**src/rtl/rr_reg_arbiter_pkg.sv**
```systemverilog
// Shared definitions for the round-robin register arbiter: requester count,
// index width and the FSM state encoding.
package rr_reg_arbiter_pkg;

  localparam int N_REQ = 4;
  localparam int IDX_W = 2;

  typedef enum logic [1:0] {
    IDLE    = 2'd0,
    GRANT   = 2'd1,
    RELEASE = 2'd2
  } arb_state_t;

  function automatic logic [N_REQ-1:0] idx_onehot(input logic [IDX_W-1:0] idx);
    logic [N_REQ-1:0] oh;
    oh      = '0;
    oh[idx] = 1'b1;
    return oh;
  endfunction

endpackage

```
**src/rtl/rr_pick4.sv**
```systemverilog
// Combinational round-robin selector: first asserted request scanning
// ptr, ptr+1, ... modulo 4.
module rr_pick4
  import rr_reg_arbiter_pkg::*;
(
  input  logic [N_REQ-1:0] req,
  input  logic [IDX_W-1:0] ptr,
  output logic [IDX_W-1:0] winner,
  output logic             found
);

  always_comb begin
    logic [IDX_W-1:0] idx;
    winner = '0;
    found  = 1'b0;
    idx    = '0;
    // Scan from the farthest offset down so the closest asserted one wins last.
    for (int k = N_REQ - 1; k >= 0; k--) begin
      idx = ptr + IDX_W'(k);
      if (req[idx]) begin
        winner = idx;
        found  = 1'b1;
      end
    end
  end

endmodule

```
**src/rtl/rr_reg_arbiter.sv**
```systemverilog
// Four-requester round-robin arbiter guarding one shared register; all state
// moves on the falling clock edge, reset is asynchronous active-high.
module rr_reg_arbiter
  import rr_reg_arbiter_pkg::*;
#(
  parameter int WIDTH = 8,
  parameter int N     = N_REQ
) (
  input  logic               clk,
  input  logic               rst,
  input  logic [N-1:0]       req,
  input  logic [N*WIDTH-1:0] wdata,
  output logic [N-1:0]       gnt,
  output logic [WIDTH-1:0]   q,
  output logic [1:0]         owner,
  output logic               q_valid,
  output logic               busy,
  output logic [7:0]         wr_cnt
);

  // Handshake: a requester holds req high until it sees its one-cycle gnt
  // pulse; q already carries its data in that cycle. The request must then
  // be seen low once before the same requester can be granted again.

  arb_state_t       state;
  arb_state_t       state_next;
  logic [IDX_W-1:0] ptr;
  logic [IDX_W-1:0] pick_idx;
  logic             pick_found;
  logic             do_write;

  rr_pick4 u_pick (
    .req    (req),
    .ptr    (ptr),
    .winner (pick_idx),
    .found  (pick_found)
  );

  always_ff @(negedge clk or posedge rst) begin
    if (rst) state <= IDLE;
    else     state <= state_next;
  end

  always_comb begin
    state_next = state;
    case (state)
      IDLE:    if (pick_found) state_next = GRANT;
      GRANT:   state_next = RELEASE;
      RELEASE: if (!req[owner]) state_next = IDLE;
      default: state_next = IDLE;
    endcase
  end

  assign do_write = (state == IDLE) && pick_found;

  // Winner and its data are captured on the IDLE->GRANT edge, so q is already
  // valid while gnt is high and later wdata changes cannot leak in.
  always_ff @(negedge clk or posedge rst) begin
    if (rst) begin
      q       <= '0;
      owner   <= '0;
      q_valid <= 1'b0;
      wr_cnt  <= '0;
      ptr     <= '0;
    end else if (do_write) begin
      q       <= wdata[pick_idx*WIDTH +: WIDTH];
      owner   <= pick_idx;
      q_valid <= 1'b1;
      wr_cnt  <= wr_cnt + 8'd1;
      ptr     <= pick_idx + 2'd1;
    end
  end

  assign gnt  = (state == GRANT) ? idx_onehot(owner) : '0;
  assign busy = (state != IDLE);

endmodule

```
**config.mk**
```make
export PLATFORM = sky130hd
export DESIGN_NAME = rr_reg_arbiter
export DESIGN_NICKNAME = d
export VERILOG_FILES = /design/src/rtl/rr_reg_arbiter_pkg.sv /design/src/rtl/rr_pick4.sv /design/src/rtl/rr_reg_arbiter.sv
export SDC_FILE = /design/constraint.sdc
export NUM_CORES = 1
export LEC_CHECK = 0
export BUFFER_PORTS_ARGS = -buffer_cell sky130_fd_sc_hd__buf_2
export CORE_ASPECT_RATIO = 1.1
export CORE_MARGIN = 2
export CORE_UTILIZATION = 43
export CTS_BUF_LIST = sky130_fd_sc_hd__clkbuf_4 sky130_fd_sc_hd__clkbuf_8
export DETAILED_ROUTE_END_ITERATION = 10
export GPL_TIMING_DRIVEN = 0
export PLACE_DENSITY = 0.78
export RECOVER_POWER = 25
export SLEW_MARGIN = 10
export SYNTH_ARGS = -nofsm -noshare
export SYNTH_HDL_FRONTEND = slang
export SYNTH_SLANG_ARGS = --single-unit
```
**constraint.sdc**
```tcl
create_clock -name clk -period 1.51 [get_ports clk]
set_clock_uncertainty 0.05 [all_clocks]
set_input_delay 0.2265 -clock clk [delete_from_list [all_inputs] [get_ports clk]]
set_output_delay 0.2265 -clock clk [all_outputs]
set_load 0.03 [all_outputs]
```
# Word level (Yosys, flattened, before mapping)
# Index checks and enable logic that the tools add are counted.
dict set report op_classes {
  addsub 5
  mul 0
  div_mod_pow 0
  magnitude_cmp 6
  eq_ne 4
  n_shift 1
  mux 24
  bitwise_logic 0
  reduce_logical 5
}
# cell n
set op_table {}
lappend op_table {{32-bit by 6-bit indexed part select with 8-bit output} 1}
lappend op_table {{2-bit by 3-bit < comparator with 1-bit output, second input constant} 5}
lappend op_table {{2-bit 2-to-1 mux} 6}
lappend op_table {{1-bit binary-select mux with 2-bit select} 5}
lappend op_table {{1-bit 2-to-1 mux} 10}
lappend op_table {{8-bit by 1-bit adder with 8-bit output, second input constant} 1}
lappend op_table {{2-bit one-hot mux with 3 select lines} 1}
lappend op_table {{2-bit by 1-bit adder with 2-bit output, second input constant} 2}
lappend op_table {{2-bit adder, second input constant} 2}
lappend op_table {{4-bit 2-to-1 mux} 1}
lappend op_table {{2-bit != test, second input constant} 2}
lappend op_table {{1-bit demux with 2-bit select} 1}
lappend op_table {{2-bit by 1-bit equality test with 1-bit output, second input constant} 1}
lappend op_table {{2-bit equality test, second input constant} 1}
lappend op_table {{2-bit by 1-bit greater-or-equal comparator with 1-bit output, second input constant} 1}
lappend op_table {{1-bit logical AND} 2}
lappend op_table {{2-bit zero test} 1}
lappend op_table {{2-bit AND reduction} 1}
lappend op_table {{2-bit nonzero test} 1}
dict set report totals {
  register_bits 23
  latch_bits 0
  ram_bits 0
  mem_bits_ro 0
  input_bits 38
  out_inout_bits 24
  word_cells 51
  n_memories 0
}

# Longest topological paths before layout
dict set report logic_depth {
  word_depth 9
  depth_mapped 6
  mapped_depth_nobuf 5
}

# Hierarchy
# From an unflattened synthesis, not the netlist that was laid out.
dict set report hier_totals {
  hier_cells 116
  hier_area_um2 1239.9
}
# mod instances cells_per_inst area_each_um2 seq_area_each_um2
set modules_own_cells {}
lappend modules_own_cells {rr_reg_arbiter 1 103 1162.4 575.6}
lappend modules_own_cells {rr_pick4 1 13 77.6 0.0}

==> key figures <==
Yosys
  • Post-Synth Simple-Gate Area: 21.11%
  • Synth warnings: 0
  • Synth area leader: dfrtn_1
  • Largest family of logic cells by synthesized area: simple AND/OR/NAND/NOR gates
  • Cell Area, Synth: 1310 µm²
  • Synthesized area per cell: 9.924 µm²
  • FFs w/ async S/R, synth: 100.0%
  • Largest cells by area after synthesis: dfrtn_1, mux2i_1, nand2_1
  • Post-Synth XOR/XNOR Area: 5.349%
  • Post-synthesis sequential area ratio: 43.94%
  • Synth unique cells: 36
  • Post-synth net total: 171
  • Synthesized instance count: 132
  • Post-synth top flop: dfrtn_1
  • Top-count cell post-synth: dfrtn_1
  • Synth Area in Compound Gates: 16.52%
  • Synth top area share: 43.94%
  • EDFF count, synth: 0
  • Post-synth top cells: dfrtn_1, nand2_1, a21boi_0
  • Seq cells post-synth: 23
  • Post-synthesis mux area share: 8.596%
  • Adder-cell area share of the yosys netlist: 0.9551%

Global routing
  • Largest net degree at the start of global routing: 24
  • Total GRT Usage: 24.60%
  • Antenna violations before repair: 0
  • Total gr overflow: 0
  • Vias in the first global route: 1,430
  • First-pass GRT wire length: 6.520 mm

Drt
  • DR vias: 1,457
  • Drt drc: 0
  • DR WL/cell: 16.11 µm
  • Avg Vias per Cell: 5.357
  • Post-route ant nets: 0
  • Routed Wire Length: 4.382 mm
  • 1st-pass router iterations: 4
  • Iteration-0 DRC Markers: 34

Final layout
  • Layout overhead on the synthesized area: 86.92%
  • Antenna Cells: 0
  • Final nets: 278
  • Proportion of layout cells with a drive suffix above 1: 60.08%
  • Utilization after layout: 82.47%

Power
  • Max VDD drop: 1465 µV
  • Leakage: 1.217 nW
  • PD cells: 2100 nW/µm²

Floorplan
  • Die Ht: 61.89 µm
  • Core ar.: 2969 µm²
  • Rows: 21
  • Starting Density: 44.12%
  • DIE AREA: 3505 µm²
  • Overall die width: 56.63 µm
  • # IOs: 62

Clocking
  • Hold_buf cts: 0
  • Root Buffer: clkbuf_4
  • CTS Buffer Depth: 2
  • Max H-tree Level: 1
  • CTS tree: done
  • CTS buffer count: 3
  • Clk slew on worst S/H paths: 0.09 ns
  • TritonCTS sink count: 23
  • Clock latency on the worst-skew pair: 0.32 ns

Timing
  • Max_slew headroom: 40.39%
  • Fin. Hold Viols: 0
  • Pins Over Slew Limit: 0
  • Final TNS setup: -21.79 ns
  • Unrepaired setup endpoints after global routing: true
  • Final setup fails: 47
  • Slew @ Worst Pin: 0.8932 ns
  • Worst setup margin: -0.8014 ns
  • Minimum hold slack: 0.4251 ns

Run status
  • Outcome: finished with violations
  • Failing checks: negative setup slack

Critical path
  • Setup crit end kind: output port
  • Worst setup SP type: flip-flop
  • Arr. time, crit path: 2.03 ns
  • CP required: 1.23 ns
  • Critical path's largest stage delay: 0.43 ns
  • Critical path fanouts, max: 5
  • Crit path max-delay cell type: dfrtn_1
  • Setup CP Type: flip-flop to output port
  • Cells along the critical path: buf_4, nor3b_4, buf_6

Place
  • HPWL after DPL: 2.374 mm
  • GP Congestion: 0.7525
  • PortBufs: 61

Hold path
  • Hold WC Path Type: flip-flop to flip-flop

Job
  • Max Cap Viol: 0
-- sequential cells by signal (all words and copies together), names as in the netlist --
register  flops
ptr           2
wr_cnt        8
q_valid       1
state         2
owner         2
q             8
-- logic make-up (layout without fill, tap and decap cells) --
logic type      Yosys count  after routing
mux                      10             10
fa+ha+maj                 1              1
compound gates           31             31
flops                    23             23
buf+inv                   8            113
xor+xnor                  8              8
simple gates             51             52
-- metal layers --
metal	share of wire (%)	track usage [%]	up-vias	routed length, µm
li1	-	-	693	-
met1	38	26.24	696	1648
met2	55	49.17	59	2414
met3	5.3	4.141	9	234
met4	1.9	9.524	0	84
met5	0	0	-	0
-- what timing repair did --
item                                    in CTS  in global routing
endpoints found under the hold margin        0                  0
endpoints found under the setup margin      47                 47
setup buffers                               26                 11
pin swaps                                   24                 13
gates cloned                                 5                  0
gates resized for setup                     86                 13
-- cell type report --
cell class	count	area, µm²
timing repair buffer	102	854.6
clock buffer	3	22.52
sequential	23	575.6
inverter	3	23.77
fill	180	520.5
clock inverter	1	5.005
multi-input combinational	102	865.8
tap	34	42.54
buffer	4	58.81
-- critical path, delay by kind of cell (launching register included) --
family	cells	cell delay, ns
buffers and inverters	2	0.33
flip-flops	1	0.43
AND/OR/NAND/NOR	1	0.19
-- final timing paths --
kind,from,to,slack [ns],cells past startpoint
hold / removal,q[1],q[1],0.43,2
hold reg to reg,q[1],q[1],0.43,2
setup reg to reg,ptr[1],q[7],-0.35,7
min in group asynchronous,rst,q[5],0.66,2
setup / recovery,owner[0],gnt[2],-0.80,3
max in group asynchronous,rst,q[2],0.18,2
-- through the flow --
step / power (W) / std cells / cell area (µm²) / setup slack (ns)
6_report: 0.005141 / 272 / 2449 / -0.8014
5_1_grt: 0.005421 / 272 / 2449 / -0.8643
4_1_cts: 0.004799 / 261 / 2306 / -0.7547
3_5_place_dp: 0.003407 / 227 / 1765 / -0.9191
3_3_place_gp: 0.003335 / 227 / 1765 / -0.8631
2_1_floorplan: 0.002847 / 132 / 1418 / -0.6527
-- where the power goes --
group | leakage [nW] | switching, W | internal, W | total [W]
registers | 0.281 | 0.000253 | 0.000920 | 0.00117
clock network | 0.0177 | 0.000211 | 0.0000998 | 0.000311
logic | 0.918 | 0.00182 | 0.00184 | 0.00366
total | 1.22 | 0.00228 | 0.00286 | 0.00514
-- cell usage in the layout (no fill, tap or decap), types with 3 or more instances in the layout --
cell type,instances
a21boi_0,8
and3_1,8
buf_2,34
buf_4,27
buf_6,36
buf_8,3
clkbuf_4,5
dfrtn_1,23
mux2i_1,9
nand2_1,17
o211ai_1,8
o21ai_1,7
xnor2_1,5
No activity file was read; power rests on OpenSTA's default activity.
